## src/rtl/fft_bitrev_reader_if.sv

```systemverilog
// fft_bitrev_reader_if: buffer read port plus output sample stream of the frame reader
// Signals:
//   rd_en/rd_addr  read strobe and address toward the sample buffer
//   rd_data        buffer read data, valid one cycle after rd_en
//   out_valid/out_ready/out_data/out_index/out_last  sample stream to the butterfly stage
// master = reader side, slave = buffer + downstream side.
interface fft_bitrev_reader_if #(
    parameter int ADDR_W = 5,
    parameter int DATA_W = 32
);
    logic              rd_en;
    logic [ADDR_W-1:0] rd_addr;
    logic [DATA_W-1:0] rd_data;
    logic              out_valid;
    logic              out_ready;
    logic [DATA_W-1:0] out_data;
    logic [ADDR_W-1:0] out_index;
    logic              out_last;
    modport master (
        output rd_en, rd_addr, out_valid, out_data, out_index, out_last,
        input  rd_data, out_ready
    );
    modport slave (
        input  rd_en, rd_addr, out_valid, out_data, out_index, out_last,
        output rd_data, out_ready
    );
endinterface

```

## src/rtl/fft_bitrev_reader.sv

```systemverilog
// fft_bitrev_reader: reads one 2**ADDR_W-sample frame in bit-reversed address order and streams it out
// Ports: clk, sclr (sync active-high reset), start (frame request, IDLE only),
//   busy (RUN/DRAIN), done (one-cycle pulse after final transfer),
//   bus (fft_bitrev_reader_if.master: buffer read port + valid/ready sample stream).
// Build option: FFT_BITREV_EN defined -> rd_addr = bitrev(idx); undefined -> rd_addr = idx.
module fft_bitrev_reader #(
    parameter int ADDR_W = 5,
    parameter int DATA_W = 32
) (
    input  logic                       clk,
    input  logic                       sclr,
    input  logic                       start,
    output logic                       busy,
    output logic                       done,
    fft_bitrev_reader_if.master        bus
);
    localparam int N = 2 ** ADDR_W;
    localparam logic [1:0] IDLE  = 2'd0;
    localparam logic [1:0] RUN   = 2'd1;
    localparam logic [1:0] DRAIN = 2'd2;
    logic [1:0]        state;
    logic [ADDR_W:0]   idx;
    logic              inflight;
    logic [ADDR_W-1:0] cap_idx;
    logic [1:0]        occ;
    logic [DATA_W-1:0] q_data [2];
    logic [ADDR_W-1:0] q_idx  [2];
    logic              pop;
    logic              last_rd;
    logic              fin;
    logic              slot;
    logic [ADDR_W-1:0] addr;
    assign pop       = bus.out_valid && bus.out_ready;
    // a read is only issued if its data is guaranteed a queue slot on arrival
    assign bus.rd_en = state == RUN && (3'(occ) + 3'(inflight) - 3'(pop)) < 3'd2;
    assign last_rd   = bus.rd_en && idx == (ADDR_W+1)'(N-1);
    assign fin       = state == DRAIN && !inflight && occ == 2'd1 && pop;
    // arriving data lands in entry 1 only if one sample remains after this cycle's pop
    assign slot      = occ == 2'd2 || (occ == 2'd1 && !pop);
`ifdef FFT_BITREV_EN
    always_comb begin
        addr = '0;
        for (int i = 0; i < ADDR_W; i++) addr[i] = idx[ADDR_W-1-i];
    end
`else
    assign addr = idx[ADDR_W-1:0];
`endif
    assign bus.rd_addr   = addr;
    assign bus.out_valid = occ != 2'd0;
    assign bus.out_data  = q_data[0];
    assign bus.out_index = q_idx[0];
    assign bus.out_last  = bus.out_valid && q_idx[0] == ADDR_W'(N-1);
    assign busy          = state != IDLE;
    always_ff @(posedge clk) begin
        if (sclr) begin
            state    <= IDLE;
            idx      <= '0;
            inflight <= 1'b0;
            cap_idx  <= '0;
            occ      <= '0;
            done     <= 1'b0;
            q_data   <= '{default: '0};
            q_idx    <= '{default: '0};
        end else begin
            inflight <= bus.rd_en;
            done     <= fin;
            occ      <= occ + 2'(inflight) - 2'(pop);
            if (bus.rd_en) begin
                idx     <= idx + (ADDR_W+1)'(1);
                cap_idx <= idx[ADDR_W-1:0];
            end
            if (pop) begin
                q_data[0] <= q_data[1];
                q_idx[0]  <= q_idx[1];
            end
            if (inflight) begin
                q_data[slot] <= bus.rd_data;
                q_idx[slot]  <= cap_idx;
            end
            // done is still high on the first IDLE cycle, which keeps that start ignored
            if (state == IDLE && start && !done) idx <= '0;
            state <= (state == IDLE && start && !done) ? RUN :
                     last_rd ? DRAIN :
                     fin ? IDLE : state;
        end
    end
endmodule

```

## src/flat_wrapper.sv

```systemverilog
// flat-port wrapper written by rule: the top's interface ports become plain ports
module fft_bitrev_reader_flat 
#(
    parameter int ADDR_W = 5,
    parameter int DATA_W = 32
)
  (clk, sclr, start, busy, done, bus_rd_en, bus_rd_addr, bus_out_valid, bus_out_data, bus_out_index, bus_out_last, bus_rd_data, bus_out_ready);
  fft_bitrev_reader_if #(.ADDR_W(ADDR_W), .DATA_W(DATA_W)) bus_i ();
  input  logic clk;
  input  logic sclr;
  input  logic start;
  output logic busy;
  output logic done;
  output wire logic [$bits(bus_i.rd_en)-1:0] bus_rd_en;
  output wire logic [$bits(bus_i.rd_addr)-1:0] bus_rd_addr;
  output wire logic [$bits(bus_i.out_valid)-1:0] bus_out_valid;
  output wire logic [$bits(bus_i.out_data)-1:0] bus_out_data;
  output wire logic [$bits(bus_i.out_index)-1:0] bus_out_index;
  output wire logic [$bits(bus_i.out_last)-1:0] bus_out_last;
  input wire logic [$bits(bus_i.rd_data)-1:0] bus_rd_data;
  input wire logic [$bits(bus_i.out_ready)-1:0] bus_out_ready;
  assign bus_rd_en = bus_i.rd_en;
  assign bus_rd_addr = bus_i.rd_addr;
  assign bus_out_valid = bus_i.out_valid;
  assign bus_out_data = bus_i.out_data;
  assign bus_out_index = bus_i.out_index;
  assign bus_out_last = bus_i.out_last;
  assign bus_i.rd_data = bus_rd_data;
  assign bus_i.out_ready = bus_out_ready;
  fft_bitrev_reader #(.ADDR_W(ADDR_W), .DATA_W(DATA_W)) u_core (.clk(clk), .sclr(sclr), .start(start), .busy(busy), .done(done), .bus(bus_i));
endmodule
```

## config.mk

```make
export PLATFORM = sky130hd
export DESIGN_NAME = fft_bitrev_reader_flat
export DESIGN_NICKNAME = d
export VERILOG_FILES = /design/src/rtl/fft_bitrev_reader_if.sv /design/src/rtl/fft_bitrev_reader.sv /design/src/flat_wrapper.sv
export SDC_FILE = /design/constraint.sdc
export NUM_CORES = 1
export LEC_CHECK = 0
export BUFFER_PORTS_ARGS = -buffer_cell sky130_fd_sc_hd__buf_2
export CORE_MARGIN = 2
export CORE_UTILIZATION = 55
export CTS_CLUSTER_DIAMETER = 150
export DETAILED_ROUTE_END_ITERATION = 12
export GPL_ROUTABILITY_DRIVEN = 0
export PLACE_DENSITY = 0.84
export RECOVER_POWER = 100
export SYNTH_ARGS = -nofsm -noshare
export SYNTH_HDL_FRONTEND = slang
export SYNTH_SLANG_ARGS = --single-unit
export TNS_END_PERCENT = 30
```

## constraint.sdc

```tcl
create_clock -name clk -period 4.95 [get_ports clk]
set_input_delay 1.2375 -clock clk [delete_from_list [all_inputs] [get_ports clk]]
set_output_delay 1.2375 -clock clk [all_outputs]
set_load 0.02 [all_outputs]
```

### After elaboration in Yosys (flattened, before gate mapping)

Cells that the tools add are included.

| operators by class | value |
|---|---|
| reduce and logical (&&, ||, !) cells | 21 |
| magnitude comparators | 3 |
| multiplexer cells | 15 |
| shifts and indexed selects | 0 |
| multiply operators | 0 |
| div/mod/pow operators | 0 |
| add/subtract/negate cells | 5 |
| bitwise operators | 1 |
| equal/unequal tests | 6 |

Operator list:

| cell | count |
|---|---|
| $mux 32 | 3 |
| $bwmux 64 | 1 |
| $mux 64 | 1 |
| $demux 32 s1 | 1 |
| $mux 5 | 3 |
| $logic_and 1x1->1 | 11 |
| $bwmux 10 | 1 |
| $mux 10 | 1 |
| $add 6x1->6 const B | 1 |
| $eq 6x5->1 const B | 1 |
| $reduce_bool 2->1 | 3 |
| $demux 5 s1 | 1 |
| $eq 5x5->1 const B | 1 |
| $eq 2x1->1 const B | 2 |
| $eq 2x2->1 const B | 2 |
| $mux 2 | 2 |
| $add 2x1->3 | 1 |
| $logic_not 1->1 | 3 |
| $lt 3x2->1 const B | 1 |
| $reduce_bool 3->1 | 1 |
| $sub 3x1->3 | 1 |
| $add 2x1->2 | 1 |
| $ge 2x2->1 const B | 1 |
| $logic_not 2->1 | 1 |
| 6 further kinds | 6 |

| word-level totals | value |
|---|---|
| bits in writable memories | 0 |
| bits in latches | 0 |
| register bits after elaboration | 91 |
| memories kept | 0 |
| memory bits (read-only) | 0 |

### Depth between registers and ports, before layout

| logic depth | value |
|---|---|
| word-level depth | 12 |
| depth in mapped cells | 13 |

### Least setup slack after synthesis

No wires, ideal clock.

| path | value |
|---|---|
| path type | input-to-output |
| start point | in bus_out_ready |
| end point | out bus_rd_en |
| path slack | 22 ps |
| stages on the path | 11 |
| data arrival time | 3,690 ps |
| cells stage by stage | o21ai_1 buf_4 buf_2 inv_1 ha_1 inv_1 ha_1 fa_1 or3b_4 clkbuf_1 nor2_1 |

| on the way | value |
|---|---|
| cells in the longest elaborated chain, start to end | 4 |

RTL lines:

| item | line | text |
|---|---|---|
| from (decl) | flat_wrapper.sv:21 | `input wire logic [$bits(bus_i.out_ready)-1:0] bus_out_ready;` |
| $logic_and 1x1->1 | fft_bitrev_reader.sv:33 | `assign pop = bus.out_valid && bus.out_ready;` |
| $sub 3x1->3 | fft_bitrev_reader.sv:35 | `assign bus.rd_en = state == RUN && (3'(occ) + 3'(inflight) - 3'(pop)) < 3'd2;` |
| $lt 3x2->1 | fft_bitrev_reader.sv:35 |  |
| $logic_and 1x1->1 | fft_bitrev_reader.sv:35 |  |
| to (decl) | flat_wrapper.sv:14 | `output wire logic [$bits(bus_i.rd_en)-1:0] bus_rd_en;` |

Every way passes these cells.

### Final worst setup path

Same ends and word-level chain as after synthesis.

==> results.py <==
metrics = {
    "detailed_routing": {
        "wl_per_cell_um": 15.2,
        "drc": 0,
        "drt_iter0_drc": 186,
        "drtPass1Iterations": 5,
        "vias": 3430,
        "via_per_inst": 5.74,
        "drtAntennaViolNets": 0,
        "drt-total-wl_um": 9110,
    },
    "worst_setup_path": {
        "setup.worst_path.end_class": "output pin",
        "path_cells": "clkbuf_1, o21ai_0, inv_1, ha_1, inv_1, ha_1, fa_1, or3b_4, nor2_1, buf_2",
        "cp.depth": 10,
        "cp.required_ns": 3.71,
        "slowest_delay_ns": 0.48,
        "arrival_ns": 3.37,
        "cp_top_family": "adder cells",
        "crit_type": "in2out",
        "worstPathMaxFanout": 15,
        "reg2reg_slack_ns": 1.95,
        "cp-start-kind": "input port",
        "crit_slowest_cell": "or3b_4",
        "r2r.worst_path.cells": 9,
        "cp_num_buf_inv": 4,
    },
    "synthesis": {
        "synth_top_cell_by_area": "dfxtp_1",
        "synth_ff_type": "dfxtp_1",
        "yosysWarnings": 0,
        "yosys-top-cells-area": "dfxtp_1 42%, mux2i_1 17%, o41ai_1 7.4%",
        "ys_seq_area_share_pct": 41.6,
        "syn_inst": 473,
        "yosysMostFrequentCell": "dfxtp_1",
        "synth_edf_count": 0,
        "avgSynthCellArea_um2": 9.26,
        "netlist_area_um2": 4380,
        "ys_seq_elements": 91,
        "async_flop_share_pct": 0,
        "ys_types": 39,
        "netlist.area_leader.share_pct": 41.6,
        "synth_fp_nets": 513,
        "synth_commonest_cells": "91 x dfxtp_1, 76 x mux2i_1, 76 x nand2_1",
    },
    "grt": {
        "grtUsageTotal_pct": 21.0,
        "overflow": 0,
        "grt_pass1_wl_um": 14800,
        "antenna_found_initial": 0,
        "first_global_vias": 3195,
        "grt_max_degree": 80,
    },
    "timing": {
        "rsz0062_at_grt": "false",
        "finalMaxSlewViolations": 80,
        "tightest_slew_ns": 2.44,
        "setup_viol": 0,
        "fin_skew_ns": 0.00794,
        "finalCritPeriodShare_pct": 93.1,
        "setup_tns_ns": 0,
        "fin_ws_ns": 0.341,
        "fmax_mhz": 217,
        "hold_violations": 0,
        "max_slew_margin_pct": -63.8,
        "period_needed_ns": 4.61,
    },
    "clocking": {
        "clk_latency_ns": 0.35,
        "cts_tree": "built",
        "cts_setup_buffers": 0,
        "cts_resized": 0,
        "cts_hold_buf": 0,
        "htreeDepth": 3,
        "cts.sinks": 91,
        "clk_pin_slew_ns": 0.08,
        "cts.path.max_buffers": 2,
        "root_buffer": "clkbuf_8",
        "cts_made_buffers": 9,
    },
    "die": {
        "core_um2": 7730,
        "die-area_um2": 8700,
        "fp-row-count": 32,
        "die_h_um": 93.3,
        "initial_utilization_pct": 56.7,
        "ios": 83,
        "dieWidth_um": 93.3,
    },
    "min_path": {
        "min_path_type": "reg2reg",
        "hold_depth": 2,
    },
    "pwr": {
        "p_seq_share_pct": 41.0,
        "internal_power_mw": 1.36,
        "power.leakage_nw": 1.83,
        "combinationalPowerShare_pct": 36.7,
        "vdd_drop_max_mv": 0.418,
        "switching_power_mw": 0.856,
        "clkPwrFrac_pct": 22.3,
        "p_per_area_nw_per_um2": 481,
        "sw_frac_of_total_pct": 38.5,
    },
    "layout": {
        "drive_gt1_share_pct": 13.5,
        "fin_nets": 532,
        "synthToLayoutAreaGrowth_pct": 5.48,
        "antenna_cells": 0,
    },
    "placement": {
        "io_buffer_count": 82,
        "place_worst_setup_slack_ns": 0.466,
        "dp_hpwl_um": 5780,
    },
    "job": {
        "max_cap_viol_count": 1,
    },
    "outcome": {
        "outcome": "finished with violations",
        "failed_checks": "capacitance limit, slew limit",
    },
}
[worst register-to-register path: stages, from the launching register on]
cell	delay [ns]
dfxtp_1	0.43
o21ai_0	0.29
inv_1	0.08
ha_1	0.27
inv_1	0.03
ha_1	0.18
fa_1	0.49
or3b_4	0.48
or4_4	0.54
a21oi_2	0.14
[cell usage in the layout (no fill, tap or decap), types with 2 or more instances in the layout]
master	netlist	final
nand3_1	11	11
mux2i_1	76	76
o31ai_1	2	2
nor3_1	2	2
o21ai_0	8	9
nor2_1	3	3
nand2_1	76	76
clkbuf_8	0	11
buf_2	11	35
inv_1	6	6
o41ai_1	37	37
nor2b_1	3	2
a21oi_1	47	46
dfxtp_1	91	91
ha_1	3	3
buf_4	43	6
nand3b_1	2	2
clkbuf_1	23	49
or2_2	2	2
nand4_1	3	3
[final cells by class]
| cell class | count | area (um^2) |
|---|---|---|
| Clock buffer | 13 | 159 |
| Multi-Input combinational cell | 294 | 2050 |
| Clock inverter | 2 | 35.0 |
| Fill cell | 667 | 3110 |
| Tap cell | 102 | 128 |
| Inverter | 7 | 27.5 |
| Timing Repair Buffer | 89 | 402 |
| Sequential cell | 91 | 1820 |
[cells by family after synthesis]
group                      count (synthesis)  synth area share [%]
adders and majority gates                  4                  1.31
buffers and inverters                     88                  12.2
xor gates and xnor gates                   2                 0.400
and+or+nand+nor                          115                  12.6
muxes                                     76                  17.4
DFF                                       91                  41.6
AOI/OAI and AO/OA                         97                  14.5
[per-stage QoR]
stage               utilization [%]  hold WS, ns  cells  area [um^2]  power [mW]
floorplan                         -        0.434    473         4380        1.62
CTS                            60.8        0.460    598         4690        2.26
detailed placement             58.2        0.448    583         4500        1.77
finish                         59.8        0.457    598         4620        2.22
global route                   59.8        0.476    598         4620        2.35
global placement               58.2        0.441    583         4500        1.74
[power by group through the flow]
stage | logic (mW) | clock network, mW | registers, mW
2_1_floorplan | 0.732 | 0 | 0.893
3_5_place_dp | 0.838 | 0 | 0.929
6_report | 0.816 | 0.495 | 0.910
4_1_cts | 0.839 | 0.506 | 0.911
3_3_place_gp | 0.823 | 0 | 0.922
5_1_grt | 0.886 | 0.536 | 0.925
[per-layer routing]
metal	vias up	GRT usage [%]	routed length, um
met3	11	3.63	412
li1	1678	-	-
met5	-	0	0
met2	83	36.5	4460
met4	0	7.23	123
met1	1658	26.4	4110
[final timing paths]
| kind | start | end |
|---|---|---|
| setup / recovery | bus_out_ready | bus_rd_en |
| hold / removal | register | register |
| setup reg to reg | u_core.occ[1] | u_core.idx[3] |
| hold reg to reg | register | register |
Power figures use the tool's default switching activity.
